==> src/rtl/sccb_pkg.sv <==
// Shared definitions for the SCCB control path: arbiter state encoding,
// SCCB field widths and the camera device ID used by the master instance.
package sccb_pkg;

   localparam int SCCB_ADDR_W = 8;
   localparam int SCCB_DATA_W = 8;

   // OV2640 write address on the SCCB bus, consumed by the master instance
   localparam logic [7:0] OV2640_DEV_ID = 8'h60;

   typedef enum logic [1:0] {
      IDLE      = 2'd0,
      ISSUE     = 2'd1,
      WAIT_IDLE = 2'd2
   } sccb_state_t;

endpackage

==> src/rtl/sccb_rr_pick.sv <==
// Combinational round-robin pick: first set request bit found searching
// upward from rr_ptr, wrapping past the top requester back to zero.
module sccb_rr_pick #(
   parameter int N_REQ = 2
) (
   input  logic [N_REQ-1:0] req,
   input  logic [1:0]       rr_ptr,
   output logic             found,
   output logic [1:0]       idx
);

   localparam logic [N_REQ-1:0] REQ_ONE = N_REQ'(1);

   // rot_idx[k] is the requester k positions above the pointer
   logic [1:0]       rot_idx [N_REQ];
   logic [N_REQ-1:0] rot_hit;

   genvar gi;
   generate
      for (gi = 0; gi < N_REQ; gi++) begin : g_off
         logic [2:0] sum;
         assign sum          = {1'b0, rr_ptr} + 3'(gi);
         assign rot_idx[gi]  = (sum >= 3'(N_REQ)) ? 2'(sum - 3'(N_REQ)) : sum[1:0];
         assign rot_hit[gi]  = |(req & (REQ_ONE << rot_idx[gi]));
      end
   endgenerate

   // Smallest offset wins, so scan from the farthest candidate down
   always_comb begin
      found = |rot_hit;
      idx   = 2'd0;
      for (int k = N_REQ - 1; k >= 0; k--) begin
         if (rot_hit[k]) idx = rot_idx[k];
      end
   end

endmodule

==> src/rtl/sccb_arbiter.sv <==
// Round-robin arbiter sharing one SCCB master between N_REQ requesters.
// A grant is held for a whole transaction; a watchdog drops commands the
// master never takes. All outputs are registered.
module sccb_arbiter
   import sccb_pkg::*;
#(
   parameter int N_REQ       = 2,
   parameter int TIMEOUT_CYC = 1000000,
   parameter int CNT_W       = 20
) (
   input  logic                         clk,
   input  logic                         rst_n,
   input  logic [N_REQ-1:0]             req,
   input  logic [SCCB_ADDR_W*N_REQ-1:0] req_rega,
   input  logic [SCCB_DATA_W*N_REQ-1:0] req_value,
   output logic [N_REQ-1:0]             ack,
   output logic [N_REQ-1:0]             err,
   output logic [1:0]                   grant_id,
   output logic                         busy,
   output logic                         m_send,
   output logic [SCCB_ADDR_W-1:0]       m_rega,
   output logic [SCCB_DATA_W-1:0]       m_value,
   input  logic                         m_taken,
   input  logic                         m_idle
);

   localparam logic [N_REQ-1:0] REQ_ONE = N_REQ'(1);
   localparam logic [CNT_W-1:0] WD_LAST = CNT_W'(TIMEOUT_CYC - 1);
   localparam logic [1:0]       LAST_ID = 2'(N_REQ - 1);

   sccb_state_t            state_reg, state_next;
   logic [CNT_W-1:0]       wd_reg, wd_next;
   logic [1:0]             rr_ptr_reg, rr_ptr_next;
   logic [1:0]             grant_reg, grant_next;
   logic                   m_send_reg, m_send_next;
   logic [SCCB_ADDR_W-1:0] rega_reg, rega_next;
   logic [SCCB_DATA_W-1:0] value_reg, value_next;
   logic [N_REQ-1:0]       ack_reg, ack_next;
   logic [N_REQ-1:0]       err_reg, err_next;
   logic                   busy_reg, busy_next;

   logic                   pick_found;
   logic [1:0]             pick_idx;
   logic [1:0]             rr_after;

   sccb_rr_pick #(
      .N_REQ (N_REQ)
   ) u_pick (
      .req    (req),
      .rr_ptr (rr_ptr_reg),
      .found  (pick_found),
      .idx    (pick_idx)
   );

   // Pointer moves just past the requester that finished (ack or err)
   assign rr_after = (grant_reg == LAST_ID) ? 2'd0 : grant_reg + 2'd1;

   // Next-state and next-output logic for the grant FSM and watchdog
   always_comb begin
      state_next  = state_reg;
      wd_next     = wd_reg;
      rr_ptr_next = rr_ptr_reg;
      grant_next  = grant_reg;
      m_send_next = m_send_reg;
      rega_next   = rega_reg;
      value_next  = value_reg;
      ack_next    = '0;
      err_next    = '0;

      case (state_reg)
         IDLE: begin
            if (pick_found) begin
               for (int i = 0; i < N_REQ; i++) begin
                  if (pick_idx == 2'(i)) begin
                     rega_next  = req_rega[i*SCCB_ADDR_W +: SCCB_ADDR_W];
                     value_next = req_value[i*SCCB_DATA_W +: SCCB_DATA_W];
                  end
               end
               grant_next  = pick_idx;
               m_send_next = 1'b1;
               wd_next     = '0;
               state_next  = ISSUE;
            end
         end
         ISSUE: begin
            wd_next = wd_reg + 1'b1;
            // m_taken is checked first so it wins a tie with the timeout
            if (m_taken) begin
               m_send_next = 1'b0;
               ack_next    = REQ_ONE << grant_reg;
               rr_ptr_next = rr_after;
               state_next  = WAIT_IDLE;
            end else if (wd_reg == WD_LAST) begin
               m_send_next = 1'b0;
               err_next    = REQ_ONE << grant_reg;
               rr_ptr_next = rr_after;
               state_next  = WAIT_IDLE;
            end
         end
         WAIT_IDLE: begin
            if (m_idle) state_next = IDLE;
         end
         default: begin
            state_next  = IDLE;
            m_send_next = 1'b0;
         end
      endcase

      busy_next = (state_next != IDLE);
   end

   // State and output registers; reset clears everything at once
   always_ff @(posedge clk or negedge rst_n) begin
      if (!rst_n) begin
         state_reg  <= IDLE;
         wd_reg     <= '0;
         rr_ptr_reg <= 2'd0;
         grant_reg  <= 2'd0;
         m_send_reg <= 1'b0;
         rega_reg   <= '0;
         value_reg  <= '0;
         ack_reg    <= '0;
         err_reg    <= '0;
         busy_reg   <= 1'b0;
      end else begin
         state_reg  <= state_next;
         wd_reg     <= wd_next;
         rr_ptr_reg <= rr_ptr_next;
         grant_reg  <= grant_next;
         m_send_reg <= m_send_next;
         rega_reg   <= rega_next;
         value_reg  <= value_next;
         ack_reg    <= ack_next;
         err_reg    <= err_next;
         busy_reg   <= busy_next;
      end
   end

   assign ack      = ack_reg;
   assign err      = err_reg;
   assign grant_id = grant_reg;
   assign busy     = busy_reg;
   assign m_send   = m_send_reg;
   assign m_rega   = rega_reg;
   assign m_value  = value_reg;

endmodule

==> config.mk <==
export PLATFORM = sky130hd
export DESIGN_NAME = sccb_arbiter
export DESIGN_NICKNAME = d
export VERILOG_FILES = /design/src/rtl/sccb_pkg.sv /design/src/rtl/sccb_rr_pick.sv /design/src/rtl/sccb_arbiter.sv
export SDC_FILE = /design/constraint.sdc
export NUM_CORES = 1
export LEC_CHECK = 0
export CAP_MARGIN = 15
export CORE_MARGIN = 2
export CORE_UTILIZATION = 30
export DETAILED_ROUTE_END_ITERATION = 8
export PLACE_DENSITY = 0.57
export SETUP_SLACK_MARGIN = 0.3
export SYNTH_ARGS = -nofsm -noshare
export SYNTH_HDL_FRONTEND = slang
export SYNTH_SLANG_ARGS = --single-unit
export TNS_END_PERCENT = 10
==> constraint.sdc <==
create_clock -name clk -period 5.75 [get_ports clk]
set_clock_uncertainty 0.15 [all_clocks]
set_input_delay 1.4375 -clock clk [delete_from_list [all_inputs] [get_ports clk]]
set_output_delay 1.4375 -clock clk [all_outputs]
set_load 0.005 [all_outputs]
==> results.md <==
- Status: completed
- DR pass1 iterations: 4
- Final Hold Vio Count: 0
- Top cells by count, synth: 48 x dfrtp_1, 41 x nand2_1, 32 x o21ai_0, 22 x mux2i_1, 9 x nand3_1
- Clk sinks: 48
- Seq/Total Area, Yosys: 50.9%
- CORE AREA: 7690 um^2
- Post-synthesis simple-gate area fraction: 22.0%
- Vias in the first global route: 1905
- Synth area leaders: dfrtp_1 51%, mux2i_1 9.3%, o21ai_0 6.8%
- Slew margin rel.: 44.9%
- Largest net degree at the start of global routing: 51
- Iteration-0 DRC Markers: 87
- Max Cap Violations: 0
- Largest stage delay on the critical path: around 0.44 ns
- I/O Pins: 62
- TNS Setup: 0 ns
- Mapped Area: 2360 um^2
- Largest register FFs: 20
- Top cell family by delay on the critical path: buffers and inverters
- Clk Latency, worst-skew pair: 0.30 ns
- Die Wd: between 90 and 100 um
- CP Class: input port to register
- CTS root buf: clkbuf_8
- Main synth FF type: dfrtp_1
- Chip Height: 92.7 um
- Critical path arrival: between 3 and 4 ns
- Min Clock Period, post-route: slightly above 3 ns
- Startpoint types: input port
- CTS Buffer Depth: 2
- Final Setup Violations: 0
- Buffers and inverters on the worst path: 2
- Synth Area in Adders: 0.530%
- Syn avg cell area: 10.0 um^2
- Fmax: between 300 and 400 MHz
- Cells traversed along the worst timing path: clkdlybuf4s50_1 > or2_2 > nand3_1 > buf_4 > o211ai_1 > o31ai_1
- Pins Over Slew Limit: 0
- CTS Buf Count: 5
- CTS tree: done
- CP endpoint kind: register
- Total power: 1.10 mW
- Synth top area share: between 50% and 60%
- Maximum fanout along the worst path: 50
- Pleak: ~1.3 nW
- Most common cell in the netlist: dfrtp_1
- Average routed wire per standard cell: 13.7 um
- Die area: 8600 um^2
- Global placement routability congestion: 0.732
- PortBufs: around 60
- Mux contribution to synthesized area: roughly a tenth
- Ys async rst share: 100%
- Routed Wire Length: 5.41 mm
- Post-synthesis compound-gate area fraction: between 10 and 15%
- First-pass GRT wire length: 9.14 mm
- DR DRC count: 0
- Layout fillers: between 700 and 800
- Tightest Hold Check Type: register to register
- Layout cell share with drive strength beyond 1: 6.46%
- Fin nets: 333
- Overall routing resource usage: 13.3%
- RSZ-0062 raised after global routing: no
- Cells after synthesis: 235
- Area leader, netlist: dfrtp_1
- Final period util: 52.6%
- Post-Synth XOR/XNOR Area: 0.371%
- Fin util: 41.0%
- Antenna diode count: 0
- Worst Tran Pin Value: 0.825 ns
- Post-CTS Hold Buffers: 0
- Cell Pwr Density: 350 nW/um^2
- Worst VDD drop: 0.136 mV
- Seq cells post-synth: 48
- Non-Filler Instances: 396
- Post-synth EDFFs: 0
- # rows: 32
- Post-CTS setup buffers: 0
- Grt ovf: 0
- Req. time, crit path: 5.81 ns
- Via count: 1957
- H-tree Lvls: 2
- Yosys warns: 0
- Clk pin slew, worst setup/hold paths: about 0.080 ns
- Vias per inst: 4.94
- Hpwl dp: 3.68 mm
- Initial antenna violation count: 0
- Inst Count DP: between 300 and 400
- Initial Util: 30.7%
- Syn Nets: 274
- Syn-to-layout area delta: 33.4%
- Yosys cell types: 43
- Post-detailed-route count of antenna-violating nets: 0
- Crit path max-delay cell type: clkdlybuf4s50_1
- Largest family of logic cells by synthesized area: simple AND/OR/NAND/NOR gates
- Post-cts resize count: 0
cell families after synthesis:
| kind of cell | after synthesis |
|---|---|
| AO/OA/AOI/OAI | 54 |
| XOR/XNOR | 1 |
| adder cells (fa/ha/maj) | 1 |
| buffers and inverters | 15 |
| flip-flops | 48 |
| multiplexers | 23 |
| AND/OR/NAND/NOR | 93 |
through the flow:
step / setup slack (ns) / area (um^2) / hold slack (ns)
2_1_floorplan: 3.10 / 2360 / 0.318
3_3_place_gp: 2.21 / 3060 / 0.313
3_5_place_dp: 2.21 / 3060 / 0.326
4_1_cts: 2.53 / 3140 / 0.351
5_1_grt: 2.55 / 3150 / 0.371
6_report: 2.73 / 3150 / 0.343
area by class of cell:
cell class / count / area [um^2] / share of cell area [%]
timing repair buffer: 64 / 632 / 20.1
tap: 102 / 128 / 4.05
clock inverter: 1 / 5.00 / 0.159
sequential: 48 / 1200 / 38.1
multi-input combinational: 172 / 1100 / 34.9
clock buffer: 6 / 72.6 / 2.30
inverter: 3 / 11.3 / 0.358
cell usage in the layout (no fill, tap or decap), types with 3 or more instances in the layout:
| master | count |
|---|---|
| clkdlybuf4s50_1 | 60 |
| dfrtp_1 | 48 |
| nand2_1 | 41 |
| o21ai_0 | 31 |
| mux2i_1 | 22 |
| nand3_1 | 9 |
| o31ai_1 | 7 |
| nand4_1 | 6 |
| o211ai_1 | 5 |
| clkbuf_8 | 5 |
| nor2_1 | 4 |
| nor2b_1 | 4 |
| nand2b_1 | 3 |
| and4_1 | 3 |
| and3_1 | 3 |
| inv_1 | 3 |
report_power, final:
part / internal, mW / total (mW) / switching, mW / leakage [nW]
clock network: 0.0830 / 0.196 / 0.113 / 0.0410
logic: 0.216 / 0.415 / 0.199 / 0.672
registers: 0.426 / 0.490 / 0.0643 / 0.626
final timing paths:
kind	startpoint	end	slack [ns]	cells past startpoint
max	req[1]	wd_reg[11]$_DFFE_PN0P_	2.73	6
min	m_value[4]$_DFFE_PN0P_	m_value[4]$_DFFE_PN0P_	0.34	2
max reg2reg	state_reg[0]$_DFF_PN0_	wd_reg[18]$_DFFE_PN0P_	3.45	4
min reg2reg	m_value[4]$_DFFE_PN0P_	m_value[4]$_DFFE_PN0P_	0.34	2
max in group asynchronous	rst_n	m_value[3]$_DFFE_PN0P_	3.95	2
min in group asynchronous	rst_n	wd_reg[3]$_DFFE_PN0P_	1.06	2
worst min-delay path: stages, from the launching register on:
cell     delay (ns)
dfrtp_1        0.36
nand2_1        0.05
o21ai_0        0.06
metal layers:
metal	up-vias	GRT usage, %	share of wire (%)
li1	974	-	-
met1	920	17.2	48
met2	56	21.1	44
met3	7	3.58	6.2
met4	0	5.51	1.7
met5	-	0	0
(Power assumes the default switching activity.)
